File: config.mk
export PLATFORM = sky130hd
export DESIGN_NAME = keypad_scan_ctrl_flat
export DESIGN_NICKNAME = d
export VERILOG_FILES = /design/src/rtl/keypad_scan_ctrl_if.sv /design/src/rtl/keypad_scan_ctrl.sv /design/src/flat_wrapper.sv
export SDC_FILE = /design/constraint.sdc
export NUM_CORES = 1
export LEC_CHECK = 0
export ABC_AREA = 1
export ABC_CLOCK_PERIOD_IN_PS = 6950
export CORE_AREA = 2 2 82 115
export DETAILED_ROUTE_END_ITERATION = 10
export DIE_AREA = 0 0 84 117
export PLACE_DENSITY = 0.75
export SETUP_SLACK_MARGIN = 0.3
export SLEW_MARGIN = 10
export SYNTH_ARGS = -nofsm -noshare
export SYNTH_HDL_FRONTEND = slang
export SYNTH_SLANG_ARGS = --single-unit
File: constraint.sdc
create_clock -name clk -period 6.95 [get_ports clk]
set_input_delay 1.39 -clock clk [delete_from_list [all_inputs] [get_ports clk]]
set_output_delay 1.39 -clock clk [all_outputs]
set_load 0.01 [all_outputs]
File: src/rtl/keypad_scan_ctrl_if.sv
// Key-event handshake between the keypad scanner (master) and the note/tone logic (slave).
interface keypad_scan_ctrl_if;
  logic       evt_valid;
  logic       evt_ready;
  logic [3:0] evt_code;
  logic       evt_press;

  modport master (output evt_valid, output evt_code, output evt_press, input evt_ready);
  modport slave  (input evt_valid, input evt_code, input evt_press, output evt_ready);
endinterface

File: src/rtl/keypad_scan_ctrl.sv
// 4x4 keypad scanner: continuous column strobe, frame-level debounce of single keys,
// press/release events queued in a first-word-fall-through FIFO.
module keypad_scan_ctrl #(
  parameter int SCAN_DIV   = 524288,
  parameter int DEBOUNCE   = 3,
  parameter int FIFO_DEPTH = 4
) (
  input  logic               clk,
  input  logic               rst_n,
  input  logic [3:0]         row_in,
  output logic [3:0]         col_out,
  keypad_scan_ctrl_if.master evt,
  output logic               held_valid,
  output logic [3:0]         held_code,
  output logic               overflow
);
  localparam int SW = $clog2(SCAN_DIV);
  localparam int AW = $clog2(FIFO_DEPTH);
  localparam int CW = $clog2(DEBOUNCE + 1);
  localparam logic [SW-1:0] SLOT_LAST = SW'(SCAN_DIV - 1);
  localparam logic [CW-1:0] AGREE_MAX = CW'(DEBOUNCE);
  localparam logic [AW:0]   FIFO_FULL = (AW+1)'(FIFO_DEPTH);

  typedef enum logic [1:0] {
    ST_SCAN     = 2'd0,
    ST_EMIT_REL = 2'd1,
    ST_EMIT_PRS = 2'd2
  } state_t;

  function automatic logic [4:0] popcnt16(input logic [15:0] v);
    logic [4:0] n;
    n = 5'd0;
    for (int i = 0; i < 16; i++) begin
      n = n + {4'd0, v[i]};
    end
    return n;
  endfunction

  function automatic logic [3:0] lowest_idx16(input logic [15:0] v);
    logic [3:0] idx;
    idx = 4'd0;
    for (int i = 15; i >= 0; i--) begin
      if (v[i]) begin
        idx = 4'(i);
      end else begin
        idx = idx;
      end
    end
    return idx;
  endfunction

  logic [SW-1:0] slot_cnt_r;
  logic [1:0]    col_idx_r;
  logic [3:0]    col_r;
  logic          slot_end_s;
  logic          frame_end_s;
  logic [15:0]   snap_r;
  logic [15:0]   snap_nx_s;
  logic [4:0]    ones_s;
  logic          cand_ok_s;
  logic [4:0]    cand_s;
  logic [4:0]    last_r;
  logic [CW-1:0] agree_r;
  state_t        state_r;
  state_t        state_nx_s;
  logic [4:0]    stable_r;
  logic [3:0]    old_code_r;
  logic          fire_s;
  logic          push_s;
  logic [3:0]    push_code_s;
  logic          push_press_s;
  logic [4:0]    mem_r [FIFO_DEPTH];
  logic [AW-1:0] wr_ptr_r;
  logic [AW-1:0] rd_ptr_r;
  logic [AW-1:0] rd_nx_s;
  logic [AW:0]   count_r;
  logic [AW:0]   count_nx_s;
  logic          pop_s;
  logic          push_ok_s;
  logic          drop_s;
  logic [4:0]    head_nx_s;
  logic          evt_valid_r;
  logic [3:0]    evt_code_r;
  logic          evt_press_r;
  logic          ovf_r;

  assign slot_end_s  = (slot_cnt_r == SLOT_LAST);
  assign frame_end_s = slot_end_s && (col_idx_r == 2'd3);

  // Column slot timer and one-hot strobe rotation
  always_ff @(posedge clk or negedge rst_n) begin
    if (!rst_n) begin
      slot_cnt_r <= '0;
      col_idx_r  <= 2'd0;
      col_r      <= 4'b0001;
    end else if (slot_end_s) begin
      slot_cnt_r <= '0;
      col_idx_r  <= col_idx_r + 2'd1;
      col_r      <= {col_r[2:0], col_r[3]};
    end else begin
      slot_cnt_r <= slot_cnt_r + SW'(1);
    end
  end

  // Snapshot bit 4*row+col is the key code; the frame-end view includes the sample taken now
  always_comb begin
    snap_nx_s = snap_r;
    for (int r = 0; r < 4; r++) begin
      snap_nx_s[{r[1:0], col_idx_r}] = row_in[r];
    end
  end

  // Row samples taken on the last cycle of each slot
  always_ff @(posedge clk or negedge rst_n) begin
    if (!rst_n) begin
      snap_r <= 16'd0;
    end else if (slot_end_s) begin
      snap_r <= snap_nx_s;
    end
  end

  // Candidate {key present, code}; chords and ghosting make the frame unusable
  always_comb begin
    ones_s    = popcnt16(snap_nx_s);
    cand_ok_s = (ones_s <= 5'd1);
    if (ones_s == 5'd1) begin
      cand_s = {1'b1, lowest_idx16(snap_nx_s)};
    end else begin
      cand_s = 5'd0;
    end
  end

  // Frame-agreement counter
  always_ff @(posedge clk or negedge rst_n) begin
    if (!rst_n) begin
      last_r  <= 5'd0;
      agree_r <= '0;
    end else if (frame_end_s && cand_ok_s) begin
      if (cand_s != last_r) begin
        last_r  <= cand_s;
        agree_r <= CW'(1);
      end else if (agree_r != AGREE_MAX) begin
        agree_r <= agree_r + CW'(1);
      end else begin
        agree_r <= agree_r;
      end
    end
  end

  // Event FSM state register
  always_ff @(posedge clk or negedge rst_n) begin
    if (!rst_n) begin
      state_r <= ST_SCAN;
    end else begin
      state_r <= state_nx_s;
    end
  end

  // Event FSM: a transition emits release-of-old and/or press-of-new, one cycle each
  always_comb begin
    state_nx_s   = state_r;
    fire_s       = 1'b0;
    push_s       = 1'b0;
    push_code_s  = 4'd0;
    push_press_s = 1'b0;
    case (state_r)
      ST_SCAN: begin
        if ((agree_r == AGREE_MAX) && (last_r != stable_r)) begin
          fire_s     = 1'b1;
          state_nx_s = stable_r[4] ? ST_EMIT_REL : ST_EMIT_PRS;
        end else begin
          state_nx_s = ST_SCAN;
        end
      end
      ST_EMIT_REL: begin
        push_s       = 1'b1;
        push_code_s  = old_code_r;
        push_press_s = 1'b0;
        state_nx_s   = stable_r[4] ? ST_EMIT_PRS : ST_SCAN;
      end
      ST_EMIT_PRS: begin
        push_s       = 1'b1;
        push_code_s  = stable_r[3:0];
        push_press_s = 1'b1;
        state_nx_s   = ST_SCAN;
      end
      default: begin
        state_nx_s = ST_SCAN;
      end
    endcase
  end

  // Debounced stable state; NONE is encoded as all-zero so held_code reads 0
  always_ff @(posedge clk or negedge rst_n) begin
    if (!rst_n) begin
      stable_r   <= 5'd0;
      old_code_r <= 4'd0;
    end else if (fire_s) begin
      old_code_r <= stable_r[3:0];
      stable_r   <= last_r;
    end
  end

  // A push on a full FIFO still lands if the head is being popped in the same cycle
  always_comb begin
    pop_s      = evt_valid_r & evt.evt_ready;
    push_ok_s  = push_s & ((count_r != FIFO_FULL) | pop_s);
    drop_s     = push_s & ~push_ok_s;
    count_nx_s = count_r + {AW'(0), push_ok_s} - {AW'(0), pop_s};
    if (pop_s) begin
      rd_nx_s = rd_ptr_r + AW'(1);
    end else begin
      rd_nx_s = rd_ptr_r;
    end
    if (count_nx_s == '0) begin
      head_nx_s = 5'd0;
    end else if (push_ok_s && (wr_ptr_r == rd_nx_s)) begin
      head_nx_s = {push_press_s, push_code_s};
    end else begin
      head_nx_s = mem_r[rd_nx_s];
    end
  end

  // FIFO storage and write pointer
  always_ff @(posedge clk or negedge rst_n) begin
    if (!rst_n) begin
      for (int i = 0; i < FIFO_DEPTH; i++) begin
        mem_r[i] <= 5'd0;
      end
      wr_ptr_r <= '0;
    end else if (push_ok_s) begin
      mem_r[wr_ptr_r] <= {push_press_s, push_code_s};
      wr_ptr_r        <= wr_ptr_r + AW'(1);
    end
  end

  // Read side with a registered head so the event outputs come straight from flops
  always_ff @(posedge clk or negedge rst_n) begin
    if (!rst_n) begin
      rd_ptr_r    <= '0;
      count_r     <= '0;
      evt_valid_r <= 1'b0;
      evt_code_r  <= 4'd0;
      evt_press_r <= 1'b0;
      ovf_r       <= 1'b0;
    end else begin
      rd_ptr_r    <= rd_nx_s;
      count_r     <= count_nx_s;
      evt_valid_r <= (count_nx_s != '0);
      evt_code_r  <= head_nx_s[3:0];
      evt_press_r <= head_nx_s[4];
      ovf_r       <= ovf_r | drop_s;
    end
  end

  assign col_out       = col_r;
  assign evt.evt_valid = evt_valid_r;
  assign evt.evt_code  = evt_code_r;
  assign evt.evt_press = evt_press_r;
  assign held_valid    = stable_r[4];
  assign held_code     = stable_r[3:0];
  assign overflow      = ovf_r;
endmodule

File: src/flat_wrapper.sv
// flat-port wrapper written by rule: the top's interface ports become plain ports
module keypad_scan_ctrl_flat 
#(
  parameter int SCAN_DIV   = 524288,
  parameter int DEBOUNCE   = 3,
  parameter int FIFO_DEPTH = 4
)
  (clk, rst_n, row_in, col_out, held_valid, held_code, overflow, evt_evt_valid, evt_evt_code, evt_evt_press, evt_evt_ready);
  keypad_scan_ctrl_if evt_i ();
  input  logic clk;
  input  logic rst_n;
  input  logic [3:0] row_in;
  output logic [3:0] col_out;
  output logic held_valid;
  output logic [3:0] held_code;
  output logic overflow;
  output wire logic [$bits(evt_i.evt_valid)-1:0] evt_evt_valid;
  output wire logic [$bits(evt_i.evt_code)-1:0] evt_evt_code;
  output wire logic [$bits(evt_i.evt_press)-1:0] evt_evt_press;
  input wire logic [$bits(evt_i.evt_ready)-1:0] evt_evt_ready;
  assign evt_evt_valid = evt_i.evt_valid;
  assign evt_evt_code = evt_i.evt_code;
  assign evt_evt_press = evt_i.evt_press;
  assign evt_i.evt_ready = evt_evt_ready;
  keypad_scan_ctrl #(.SCAN_DIV(SCAN_DIV), .DEBOUNCE(DEBOUNCE), .FIFO_DEPTH(FIFO_DEPTH)) u_core (.clk(clk), .rst_n(rst_n), .row_in(row_in), .col_out(col_out), .evt(evt_i), .held_valid(held_valid), .held_code(held_code), .overflow(overflow));
endmodule
==> impl_metrics.ini, run 1 <==
[run_status]
status = complete, no violations

[worst_setup_path]
cell_with_the_biggest_individual_delay_on_the_critical_path = fa_1
timing.critical_path.arrival_ns = 6.69
worst-r2r-cell-count = 26
worst_path_dominant_cell_family = adder cells
levels_on_crit_path = 28
crit_path_max_fanout = 3
timing.critical_path.mode_cell = fa_1
critical_path.max_stage_delay_ns = 0.53
start_kind = primary input
worst-setup-path-type = primary input to register
worst_setup_path_end_kind = register
crit_required_ns = 7.18
worstPathBufferInverterCount = 9

[yosys]
synth_enable_flop_cells = 0
async_flop_share_pct = 100
synth_ff_type = dfrtp_1
synth_fp_nets = 614
avgSynthCellArea_sq_um = 8.55
post_synth_num_cell_types = 38
yosysWarnings = 0
postSynthCellCount = 576
syn_area_sq_um = 4920
ys_seq_area_share_pct = 47.3
postSynthRegisterBits = 93

[floorplan]
chipWidth_um = 84
rows = 41
die_h_um = 117
coreArea_sq_um = 8870
pin_count = 23
die_ar_sq_um = 9830
initial_core_util_pct = 55.5

[sta]
hold_viol_final = 0
timing_max_transition_violations_final = 0
worst_clock_skew_ns = 0.0106
fin_ws_ns = 0.498
fmax_mhz = 155
final_period_minus_worst_setup_slack_ns = 6.45
grt_setup_unrepaired = yes
setup_violations = 0
max-slew-margin-rel_pct = 37.7
slew_at_the_pin_with_the_worst_max_slew_slack_ns = 0.928
final.period_utilization_pct = 92.8
final.setup.tns_ns = 0

[cells_and_area]
antenna_cells_inserted = 0
nets = 669
drive_above_1_share_pct = 13.7
area_growth_pct = 19.2
post_route_core_utilization_pct = 66.1

[placed_design]
place_ws_ns = -0.416
finalWeightedCongestion = 0.939
detailed_place_hpwl_mm = 7.48
io_buffers = 22

[power_and_ir_drop]
cellLeakagePower_nw = 2.92
power_density_nw_per_um2 = 226
worst_ir_drop_vdd_uv = 239

[grt]
grt_pass1_wl_mm = 17.6
number_of_antenna_violations_at_the_first_check_in_global_routing = 0
grt_pass1_vias = 3895
global_route.usage.total_pct = 22.7
gr_overflow_total = 0
grt_max_degree = 70

[drt]
drt_iter0_drc = 212
wl_per_cell_um = 14.2
final_antenna_net_count = 0
routed_via_density = 5.28
vias = 3922
detail_route.drc_violations = 0
first_pass_iters = 4
drt_wl_total_mm = 10.5

[clocking]
clkSinkCount = 93
clock_tree.buffer_depth = 2
worst_skew_pair.late_latency_ns = 0.35
cts_root_buf = clkbuf_16
total_cts_buffers = 9
cts_hold_repair.buffers = 0
htreeDepth = 3
tritoncts_clock_tree = yes
worst_setup_hold_path_clk_slew_ns = 0.07

[worst_hold_path]
worst_hold_path_depth = 1
min-delay-path-class = register to register

[job]
maxCapViolCount = 0
-- cell usage in the layout (no fill, tap or decap), drive strengths merged, types with 12 or more instances in the layout --
master,n
nor2,44
xor2,14
ha,20
a21oi,12
inv,82
clkdlybuf4s50,18
dfrtp,92
o21ai,77
nand2,152
buf,33
nand3,14
-- final cells by class --
cell class | count | area (sq um)
Timing Repair Buffer | 53 | 464
Tap cell | 107 | 134
Clock buffer | 11 | 233
Sequential cell | 93 | 2330
Clock inverter | 5 | 60.1
Inverter | 81 | 307
Fill cell | 716 | 3010
Multi-Input combinational cell | 393 | 2340
-- sequential cells by signal, summed over array words and instances, names as in the netlist, 2 cells and up --
register             count
u_core.count_r           3
u_core.col_idx_r         2
u_core.old_code_r        4
u_core.evt.evt_code      4
u_core.mem_r            20
u_core.snap_r           16
u_core.agree_r           2
u_core.wr_ptr_r          2
u_core.rd_ptr_r          2
u_core.stable_r          5
u_core.slot_cnt_r       19
u_core.col_out           4
u_core.last_r            5
u_core.state_r           2
-- through the flow --
stage | instances | power [mW] | hold slack, ns | area (sq um)
6_report | 743 | 1.33 | 0.458 | 5870
5_1_grt | 743 | 1.39 | 0.472 | 5870
4_1_cts | 742 | 1.33 | 0.461 | 5790
3_5_place_dp | 713 | 0.844 | 0.451 | 5370
3_3_place_gp | 713 | 0.834 | 0.444 | 5370
2_1_floorplan | 576 | 0.760 | 0.424 | 4920
-- cells in the mapped netlist (3+ instances only) --
library cell / n / share of area (%)
xor2_1: 14 / 2.5
fa_1: 11 / 4.5
nand2_1: 150 / 11
nor2_1: 38 / 2.9
nand3_1: 11 / 1.1
dfrtp_1: 92 / 47
clkbuf_1: 9 / 0.69
o21bai_1: 5 / 0.76
nor4_1: 4 / 0.51
inv_2: 3 / 0.23
xnor2_1: 6 / 1.1
ha_1: 20 / 5.1
nand4_1: 4 / 0.51
nor3_1: 9 / 0.91
o311a_1: 4 / 0.81
a21oi_1: 12 / 1.2
nand3_2: 3 / 0.61
nor2_2: 5 / 0.64
o21ai_1: 7 / 0.71
o21ai_0: 70 / 7.1
inv_1: 78 / 5.9
-- final timing paths --
kind                                            from                    end  slack, ns
max in group asynchronous                      rst_n  u_core.slot_cnt_r[14]       4.86
min in group asynchronous                      rst_n       u_core.snap_r[1]       0.95
worst min register to register  u_core.slot_cnt_r[0]   u_core.slot_cnt_r[0]       0.46
worst min-delay path            u_core.slot_cnt_r[0]   u_core.slot_cnt_r[0]       0.46
worst max-delay path                       row_in[0]      u_core.agree_r[1]       0.50
worst max register to register   u_core.col_idx_r[0]      u_core.agree_r[1]       0.65
-- report_power, final --
| group | internal [mW] | switching (mW) | leakage [nW] | total (mW) |
|---|---|---|---|---|
| logic | 0.110 | 0.146 | 1.61 | 0.257 |
| registers | 0.570 | 0.0131 | 1.17 | 0.583 |
| clock network | 0.280 | 0.208 | 0.140 | 0.489 |
| total | 0.961 | 0.368 | 2.92 | 1.33 |
-- repair_timing --
action                     CTS  global route
buffers inserted            13             1
setup endpoints to repair    6             6
gates resized for setup      8            29
pin swaps                   15            20
gates cloned                 0             0
-- cell families (layout without fill, tap and decap cells) --
family	after synthesis	in the layout	share of synthesized area, %
fa+ha+maj	31	31	9.56
xor+xnor	20	20	3.56
simple gates	235	235	20.7
buf+inv	90	150	6.86
flops	93	93	47.3
compound gates	107	107	12.1
-- routing by layer --
layer	wire [um]	track usage (%)	vias up
li1	-	-	1950
met1	4330	26.3	1877
met2	5600	40.5	65
met3	250	3.93	30
met4	361	11.9	0
met5	0	0	-
Note: power is estimated with default switching activity, not from simulation.
==> run 2, diff against run 1 <==
Settings changed: PLACE_DENSITY 0.75 to 0.79.
==> run 2 against run 1 <==
Critical path depth is 19 higher. Final cell count grew 3.6%. Clock power increased by 7.6%. Total power grew 2.9%. Routed wire length rose by 8.4%. Clock skew is 0.0025 ns lower. Final area is 4.0% higher. Setup slack got worse by 0.076 ns. Core utilization grew 2.7 points. Global-route usage up 2.0 points.
==> impl_metrics.ini, run 2 (synthesis gave the netlist of run 1 again) <==
[clocking]
htreeDepth = 3
tritoncts_clock_tree = yes
clkSinkCount = 93
cts_hold_repair.buffers = 0
clock_tree.buffer_depth = 2
worst_skew_pair.late_latency_ns = 0.34
total_cts_buffers = 9
worst_setup_hold_path_clk_slew_ns = 0.06
cts_root_buf = clkbuf_16

[floorplan]
chipWidth_um = 84
pin_count = 23
rows = 41
coreArea_sq_um = 8870
die_h_um = 117
die_ar_sq_um = 9830
initial_core_util_pct = 55.5

[worst_setup_path]
start_kind = primary input
crit_path_max_fanout = 6
critical_path.max_stage_delay_ns = 0.16
worst-r2r-setup-slack_ns = 0.67
critical_path.reg2reg.endpoint = u_core.last_r[2]
crit_required_ns = 7.23
timing.critical_path.arrival_ns = 6.81
worst-r2r-cell-count = 47
crit-reg2reg-launch = u_core.col_idx_r[1]
worst-setup-path-type = primary input to register
worst_setup_path_end_kind = register
timing.critical_path.mode_cell = buf_4
cell_with_the_biggest_individual_delay_on_the_critical_path = xor2_1
cp-startpoint = row_in[0]

[cells_and_area]
nets = 697
finish.instance_area_sq_um = 6100
regMostFlops = u_core.mem_r
layout.cells.most_common_list = nand2_1, dfrtp_1, inv_1, o21ai_0, buf_4
multiInputGateArea_sq_um = 2350
reg_top3 = u_core.mem_r x20, u_core.slot_cnt_r x19, u_core.snap_r x16
area_occupied_by_registers_sq_um = 2330
filler_cell_count = 639
area_growth_pct = 24.0
largest_register_ffs = 20
drive_above_1_share_pct = 17.9
final_common_cell = nand2_1
antenna_cells_inserted = 0

[worst_hold_path]
min_from = u_core.slot_cnt_r[0]
timing.hold.worst_endpoint = u_core.slot_cnt_r[0]
min-delay-path-class = register to register
worst_hold_path_depth = 1

[sta]
timing_max_transition_violations_final = 0
worst_clock_skew_ns = 0.00809
grt_setup_unrepaired = no
fmax_mhz = 153
hold_viol_final = 0
max-slew-margin-rel_pct = 32.9
slew_at_the_pin_with_the_worst_max_slew_slack_ns = 1.00
final_period_minus_worst_setup_slack_ns = 6.53
setup_violations = 0
final.period_utilization_pct = 93.9

[power_and_ir_drop]
cellLeakagePower_nw = 3.04
total_power_mw = 1.37
worst_ir_drop_vdd_uv = 186
power_density_nw_per_um2 = 224

[grt]
grt_max_degree = 50
number_of_antenna_violations_at_the_first_check_in_global_routing = 0
grt_pass1_wl_mm = 19.1
global_route.usage.total_pct = 24.7
grt_pass1_vias = 4206
gr_overflow_total = 0

[drt]
first_pass_iters = 5
drt_iter0_drc = 308
vias = 4110
detail_route.drc_violations = 0
routed_via_density = 5.34
final_antenna_net_count = 0
drt_wl_total_mm = 11.4
wl_per_cell_um = 14.8

[placed_design]
finalWeightedCongestion = 0.910
io_buffers = 22
detailed_place_hpwl_mm = 7.17
placement.cell_area_sq_um = 5370

[run_status]
status = complete, no violations

[job]
maxCapViolCount = 0
[run 2: cell count changes in the layout (fill, tap and decap cells not counted), sizes merged]
cell / previous run / this run
buf: 33 / 61
bufinv: 1 / 2
clkbuf: 11 / 10
clkdlybuf4s50: 18 / 20
clkinvlp: 1 / 0
dlymetal6s2s: 2 / 0
[run 2: how the worst max path moves through the flow]
stage | end | slack, ns | cells past startpoint
global route | u_core.agree_r[1] | 0.28 | 47
detailed placement | u_core.agree_r[0] | -0.39 | 27
global placement | u_core.agree_r[0] | -0.12 | 27
finish | u_core.last_r[2] | 0.42 | 47
floorplan | u_core.agree_r[0] | 0.30 | 26
CTS | u_core.agree_r[0] | 0.42 | 24
[run 2: power by group]
| group | total (mW) | switching, mW | internal [mW] |
|---|---|---|---|
| Clock | 0.526 | 0.202 | 0.324 |
| Sequential | 0.583 | 0.0129 | 0.570 |
| Combinational | 0.258 | 0.150 | 0.108 |
| Total | 1.37 | 0.365 | 1.00 |
[run 2: cell type report]
| type | instances | share of cell area, % |
|---|---|---|
| Clock buffer | 10 | 3.92 |
| Timing Repair Buffer | 81 | 11.0 |
| Sequential cell | 93 | 38.2 |
| Clock inverter | 5 | 1.35 |
| Tap cell | 107 | 2.19 |
| Multi-Input combinational cell | 393 | 38.4 |
| Inverter | 81 | 4.98 |
[run 2: metal layers]
metal  vias to the layer above  track usage [%]  wire [um]
met5                         -                0          0
met4                         0             14.1        456
met3                        32             4.42        347
met2                       104             44.3       6070
met1                      1967             28.0       4550
li1                       2007                -          -
[run 2: worst max-delay path, delay by kind of cell]
family	cells	cell delay [ns]
AND/OR/NAND/NOR	10	1.04
AO/OA/AOI/OAI	1	0.08
buffers and inverters	35	4.15
XOR/XNOR	1	0.16
[run 2: through the flow]
step / utilization (%) / hold slack (ns) / setup slack, ns / setup TNS (ns) / std cells
global placement: 60.5 / 0.443 / -0.124 / -0.608 / 713
finish: 68.8 / 0.463 / 0.423 / 0 / 770
floorplan: - / 0.424 / 0.304 / 0 / 576
CTS: 67.9 / 0.469 / 0.415 / 0 / 769
detailed placement: 60.5 / 0.460 / -0.394 / -2.22 / 713
global route: 68.8 / 0.480 / 0.277 / 0 / 770
[run 2: what timing repair did]
item                       in CTS  in global routing
setup buffers                  41                  1
setup endpoints to repair       6                  6
pin swaps                      17                 11
resized for setup              10                 27
